<file path="src/rtl/dmem_pkg.sv">
// Shared widths, latency constants and FSM state type for the block data memory.
// The cache imports this package so both sides agree on interface widths.
package dmem_pkg;

  localparam int DMEM_ADDR_W        = 6;
  localparam int DMEM_BLOCK_W       = 32;
  localparam int DMEM_CNT_W         = 4;
  localparam int DMEM_ACCESS_CYCLES = 5;
  localparam int DMEM_STAT_W        = 16;

  typedef enum logic [1:0] {
    IDLE    = 2'd0,
    BUSY    = 2'd1,
    RESPOND = 2'd2
  } dmem_state_e;

  // Counters stick at all-ones rather than wrapping back to zero.
  function automatic logic [DMEM_STAT_W-1:0] sat_inc(input logic [DMEM_STAT_W-1:0] value);
    if (value == {DMEM_STAT_W{1'b1}}) begin
      return value;
    end else begin
      return value + {{(DMEM_STAT_W-1){1'b0}}, 1'b1};
    end
  endfunction

endpackage

</file>
<file path="src/rtl/dmem_latency_ctr.sv">
// Loadable down-counter that paces the memory access latency.
// The zero flag marks the last busy cycle of an access.
module dmem_latency_ctr
  import dmem_pkg::*;
#(
  parameter int CNT_W = DMEM_CNT_W
) (
  input  logic             CLK,
  input  logic             RESET,
  input  logic             load,
  input  logic [CNT_W-1:0] load_val,
  input  logic             dec,
  output logic             is_zero
);

  logic [CNT_W-1:0] count_r;

  // Load takes priority over decrement; the count never underflows.
  always_ff @(posedge CLK) begin
    if (RESET) begin
      count_r <= {CNT_W{1'b0}};
    end else if (load) begin
      count_r <= load_val;
    end else if (dec && (count_r != {CNT_W{1'b0}})) begin
      count_r <= count_r - {{(CNT_W-1){1'b0}}, 1'b1};
    end else begin
      count_r <= count_r;
    end
  end

  assign is_zero = (count_r == {CNT_W{1'b0}});

endmodule

</file>
<file path="src/rtl/block_data_memory.sv">
// Word-organised backing memory behind the data cache with a fixed multi-cycle latency.
// Defining DMEM_STATS_EN adds saturating rd_count/wr_count completion counters.
module block_data_memory
  import dmem_pkg::*;
#(
  parameter int ADDR_W        = DMEM_ADDR_W,
  parameter int BLOCK_W       = DMEM_BLOCK_W,
  parameter int ACCESS_CYCLES = DMEM_ACCESS_CYCLES
) (
  input  logic               CLK,
  input  logic               RESET,
  input  logic               mem_read,
  input  logic               mem_write,
  input  logic [ADDR_W-1:0]  mem_address,
  input  logic [BLOCK_W-1:0] mem_writedata,
  output logic [BLOCK_W-1:0] mem_readdata,
  output logic               busywait
`ifdef DMEM_STATS_EN
  ,
  output logic [DMEM_STAT_W-1:0] rd_count,
  output logic [DMEM_STAT_W-1:0] wr_count
`endif
);

  localparam int   DEPTH        = 1 << ADDR_W;
  localparam logic SINGLE_CYCLE = (ACCESS_CYCLES == 1) ? 1'b1 : 1'b0;
  // The IDLE cycle already counts as the first busy cycle, so BUSY lasts
  // ACCESS_CYCLES-1 cycles and the counter holds the BUSY cycles still to go after the current one.
  localparam logic [DMEM_CNT_W-1:0] LOAD_VAL =
    (ACCESS_CYCLES >= 2) ? DMEM_CNT_W'(ACCESS_CYCLES - 2) : {DMEM_CNT_W{1'b0}};

  if ((ACCESS_CYCLES < 1) || (ACCESS_CYCLES > 15)) begin : g_bad_latency
    $error("block_data_memory: ACCESS_CYCLES must be within 1..15");
  end

  dmem_state_e        state_r;
  logic [BLOCK_W-1:0] mem_r [DEPTH];
  logic [BLOCK_W-1:0] readdata_r;
  logic               req_s;
  logic               load_s;
  logic               dec_s;
  logic               commit_s;
  logic               cnt_zero_s;

  assign req_s = mem_read | mem_write;

  dmem_latency_ctr #(
    .CNT_W (DMEM_CNT_W)
  ) u_latency_ctr (
    .CLK      (CLK),
    .RESET    (RESET),
    .load     (load_s),
    .load_val (LOAD_VAL),
    .dec      (dec_s),
    .is_zero  (cnt_zero_s)
  );

  // Per-state counter control and the single-cycle commit strobe.
  always_comb begin
    load_s   = 1'b0;
    dec_s    = 1'b0;
    commit_s = 1'b0;
    case (state_r)
      IDLE: begin
        if (req_s) begin
          if (SINGLE_CYCLE) begin
            commit_s = 1'b1;
          end else begin
            load_s = 1'b1;
          end
        end else begin
          load_s = 1'b0;
        end
      end
      BUSY: begin
        if (!req_s) begin
          commit_s = 1'b0;
        end else if (cnt_zero_s) begin
          commit_s = 1'b1;
        end else begin
          dec_s = 1'b1;
        end
      end
      RESPOND: begin
        commit_s = 1'b0;
      end
      default: begin
        commit_s = 1'b0;
      end
    endcase
  end

  // busywait must react in the same cycle a request appears, hence combinational.
  always_comb begin
    if (RESET) begin
      busywait = 1'b0;
    end else if ((state_r == IDLE) || (state_r == BUSY)) begin
      busywait = req_s;
    end else begin
      busywait = 1'b0;
    end
  end

  // Access FSM, storage array and read-data register; write wins over read at commit.
  always_ff @(posedge CLK) begin
    if (RESET) begin
      state_r    <= IDLE;
      readdata_r <= {BLOCK_W{1'b0}};
      for (int i = 0; i < DEPTH; i++) begin
        mem_r[i] <= {BLOCK_W{1'b0}};
      end
    end else begin
      if (commit_s) begin
        if (mem_write) begin
          mem_r[mem_address] <= mem_writedata;
        end else begin
          readdata_r <= mem_r[mem_address];
        end
      end
      case (state_r)
        IDLE: begin
          if (req_s) begin
            state_r <= SINGLE_CYCLE ? RESPOND : BUSY;
          end
        end
        BUSY: begin
          if (!req_s) begin
            state_r <= IDLE;
          end else if (commit_s) begin
            state_r <= RESPOND;
          end
        end
        RESPOND: state_r <= IDLE;
        default: state_r <= IDLE;
      endcase
    end
  end

  assign mem_readdata = readdata_r;

`ifdef DMEM_STATS_EN
  logic [DMEM_STAT_W-1:0] rd_count_r;
  logic [DMEM_STAT_W-1:0] wr_count_r;

  // Only committed accesses count; aborts never raise commit_s.
  always_ff @(posedge CLK) begin
    if (RESET) begin
      rd_count_r <= {DMEM_STAT_W{1'b0}};
      wr_count_r <= {DMEM_STAT_W{1'b0}};
    end else if (commit_s) begin
      if (mem_write) begin
        wr_count_r <= sat_inc(wr_count_r);
      end else begin
        rd_count_r <= sat_inc(rd_count_r);
      end
    end else begin
      rd_count_r <= rd_count_r;
      wr_count_r <= wr_count_r;
    end
  end

  assign rd_count = rd_count_r;
  assign wr_count = wr_count_r;
`endif

endmodule

</file>
<file path="config.mk">
export PLATFORM = sky130hd
export DESIGN_NAME = block_data_memory
export DESIGN_NICKNAME = d
export VERILOG_FILES = /design/src/rtl/dmem_pkg.sv /design/src/rtl/dmem_latency_ctr.sv /design/src/rtl/block_data_memory.sv
export SDC_FILE = /design/constraint.sdc
export NUM_CORES = 2
export LEC_CHECK = 0
export ABC_AREA = 0
export CORE_MARGIN = 4
export CORE_UTILIZATION = 45
export DETAILED_ROUTE_END_ITERATION = 7
export PLACE_DENSITY = 0.66
export SYNTH_ARGS = -nofsm -noshare
export SYNTH_HDL_FRONTEND = slang
export SYNTH_HIERARCHICAL = 1
export SYNTH_SLANG_ARGS = --single-unit
</file>
<file path="constraint.sdc">
create_clock -name CLK -period 3.3 [get_ports CLK]
set_clock_uncertainty 0.15 [all_clocks]
set_input_delay 0.66 -clock CLK [delete_from_list [all_inputs] [get_ports CLK]]
set_output_delay 0.66 -clock CLK [all_outputs]
set_load 0.02 [all_outputs]
</file>
==> metrics.yaml <==
critical_path:
  worstPathCellList: "inv_1, ha_2, or3b_4, inv_2, nand2_2, or4b_4, buf_12, buf_8, a21oi_1, nand3_1, buf_4, a21oi_4, a211oi_1"
  crit_buf_inv: 5
  critPathSlowestCell: "or4b_4"
  cp_data_arrival_time_ns: 3.84
  r2r_slack_ns: 0.03
  cp-start-kind: "flip-flop"
  crit_family: "simple AND/OR/NAND/NOR gates"
  worstPathRequired_ns: 3.87
  critPathMaxStageDelay_ns: 0.51
  cp_max_fo: 13
  crit_path_end_kind: "flip-flop"
  path_class: "reg2reg"
sta:
  setup_viol: 0
  period_share_pct: 99.1
  slew_viol_final: 0
  slew_headroom_pct: 30.5
  period_needed_ns: 3.27
  hold_violations: 0
  fmax_mhz: 306
  worstMarginPinSlew_ns: 1.04
  grt_setup_unrepaired: "no"
  worst_slack_ns: 0.0292
  hold_ws_ns: 0.211
clock_network:
  clk_path_buf_depth: 3
  cts_root_buf: "clkbuf_16"
  numCtsBuffers: 218
  cts_tree: "yes"
  path_clk_slew_ns: 0.06
  cts.sinks: 2086
  insertion_delay_ns: 0.89
  cts_htree_levels: 4
logic_synthesis:
  synth_edf_count: 2048
  syn_area_per_cell_um2: 13.7
  synthTopCellsByCount: "2052 x and2_1, 2048 x edfxtp_1, 424 x clkbuf_1, 393 x mux2i_1, 359 x a221oi_1"
  synth_async_sr_flop_share_pct: 0
  yosysTopAreaCell: "edfxtp_1"
  synthCells: 6911
  synth_ff_type: "edfxtp_1"
  synth_seq_cells: 2086
  synth_area_leaders: "edfxtp_1 65%, and2_1 14%, mux2i_1 4.1%, a221oi_1 3.3%, mux4_2 2.0%"
  synth-seq-area-share_pct: 65.6
  synthDistinctLibCells: 89
  synth_top_area_share_pct: 64.8
  mappedNetlistArea_mm2: 0.0949
  synth_most_common_cell: "and2_1"
  yosys_warnings: 6
route:
  wirelength_um: 341000
  dr_total_vias: 63726
  wl_per_cell_um: 32.9
  vias_per_cell: 6.14
  ant_nets: 0
  route.detailed.drc: 0
  initialDrtViolationCount: 9230
  firstDrtPassIters: 6
global_route:
  grt_pass1_wl_um: 477000
  grt_pass1_vias: 61880
  antenna_found_initial: 34
  grt-ovfl-total: 0
  track_usage_pct: 30.8
  grt_use_met1_pct: 40.6
  grt_max_degree: 97
  met3_usage_pct: 6.76
  busiest_layer: "met2"
  use_met2_pct: 47.2
floorplan:
  pin_count: 75
  core_region_area_mm2: 0.210
  start_util_pct: 45.3
  rows: 168
  die_w_um: 467
  dieArea_mm2: 0.218
  fp.dieH_um: 467
placement:
  hpwl_um: 225000
  gp_congestion: 0.960
  port_buffers: 74
  place_ws_ns: -0.585
finish:
  fill_cells: 17117
  drive_above_1_share_pct: 20.7
  layout.nets: 7413
  seqCellArea_mm2: 0.0623
  multi_input_area_mm2: 0.0295
  area.growth.synth_to_final_pct: 18.9
outcome:
  status: "finished clean"
power_and_ir_drop:
  p_per_area_mw_per_mm2: 532
  p_leak_uw: 0.0425
  irDropWorstVdd_v: 0.000477
min_path:
  worst_hold_path_type: "in2reg"
run:
  maxCapViolations: 0
-- power by group --
part / total (uW) / leakage (uW) / internal, uW / switching [uW]
combinational: 5260 / 0.0176 / 1800 / 3460
sequential: 30200 / 0.0214 / 29900 / 302
clock: 24500 / 0.00347 / 13900 / 10600
total: 60000 / 0.0425 / 45600 / 14400
-- layout by cell type (no fill, tap or decap), types with 52 or more instances in the layout --
cell	netlist	layout
a21oi_1	75	71
a221oi_1	359	358
a22oi_1	168	168
and2_1	2052	2050
buf_12	3	239
buf_4	39	653
clkbuf_16	0	224
clkinv_2	0	53
edfxtp_1	2048	2048
mux2i_1	393	393
mux4_2	85	85
nand2_1	54	52
nand3_1	56	52
nor2_1	267	209
nor2_2	4	59
o21ai_0	109	106
o22ai_1	89	89
or2_2	66	65
-- sequential cells by signal (all words and copies together) (netlist names) --
| register | flops |
|---|---|
| mem_r | 2048 |
| mem_readdata | 32 |
| state_r | 2 |
| u_latency_ctr/count_r | 4 |
-- path summary, 6_finish.rpt --
check	end	start	depth (start not counted)
max	mem_readdata[7]$_SDFFE_PP0P_	u_latency_ctr/count_r[1]$_SDFFE_PP0P_	13
min	mem_r[6][17]$_SDFFCE_PN0P_	mem_writedata[17]	2
max reg2reg	mem_readdata[7]$_SDFFE_PP0P_	u_latency_ctr/count_r[1]$_SDFFE_PP0P_	13
min reg2reg	mem_readdata[3]$_SDFFE_PP0P_	mem_readdata[3]$_SDFFE_PP0P_	2
-- logic make-up after synthesis --
kind of cell / after synthesis / share of synthesized area (%)
AO/OA/AOI/OAI: 960 / 7.65
adder cells (fa/ha/maj): 1 / 0.0132
buffers and inverters: 744 / 3.72
flip-flops: 2086 / 65.6
multiplexers: 516 / 6.62
other: 2 / 0.00792
AND/OR/NAND/NOR: 2602 / 16.4
-- worst reg2reg max path, delay by kind of cell, from the launching register on --
family	cells	cell delay [ns]
buffers and inverters	5	0.83
AO/OA/AOI/OAI	3	0.49
adder cells (fa/ha/maj)	1	0.20
AND/OR/NAND/NOR	4	1.15
flip-flops	1	0.32
-- per-layer routing --
layer,part of all wire [%],vias up
met3,11,835
met5,0.021,-
li1,-,26382
met1,37,32350
met4,7.1,10
met2,45,4149
-- stage by stage --
| stage | cells | area, um2 | util [%] | setup TNS (ns) | power, uW |
|---|---|---|---|---|---|
| CTS | 10364 | 113000 | 53.8 | 0 | 60000 |
| floorplan | 6913 | 94900 | - | 0 | 32900 |
| global placement | 9951 | 105000 | 50.3 | -33.03 | 35800 |
| finish | 10379 | 113000 | 53.8 | 0 | 60000 |
| global route | 10367 | 113000 | 53.8 | 0 | 61300 |
| detailed placement | 9952 | 105000 | 50.3 | -29.58 | 35800 |
-- what timing repair did --
item / CTS / global route
gates cloned: 0 / 1
setup endpoints to repair: 333 / 1103
hold endpoints to repair: 6 / 0
setup buffers: 0 / 0
hold buffers: 2 / 0
resized for setup: 26 / 9
-- layout make-up --
type,count,area share (%)
diodes,14,0.0311
repair buffers,974,9.21
clock buffers,269,5.16
flip-flops and latches,2086,55.2
multi-input cells,4083,26.1
well taps,2805,3.11
clock inverters,141,1.10
inverters,7,0.0322
No activity file was read; power rests on OpenSTA's default activity.
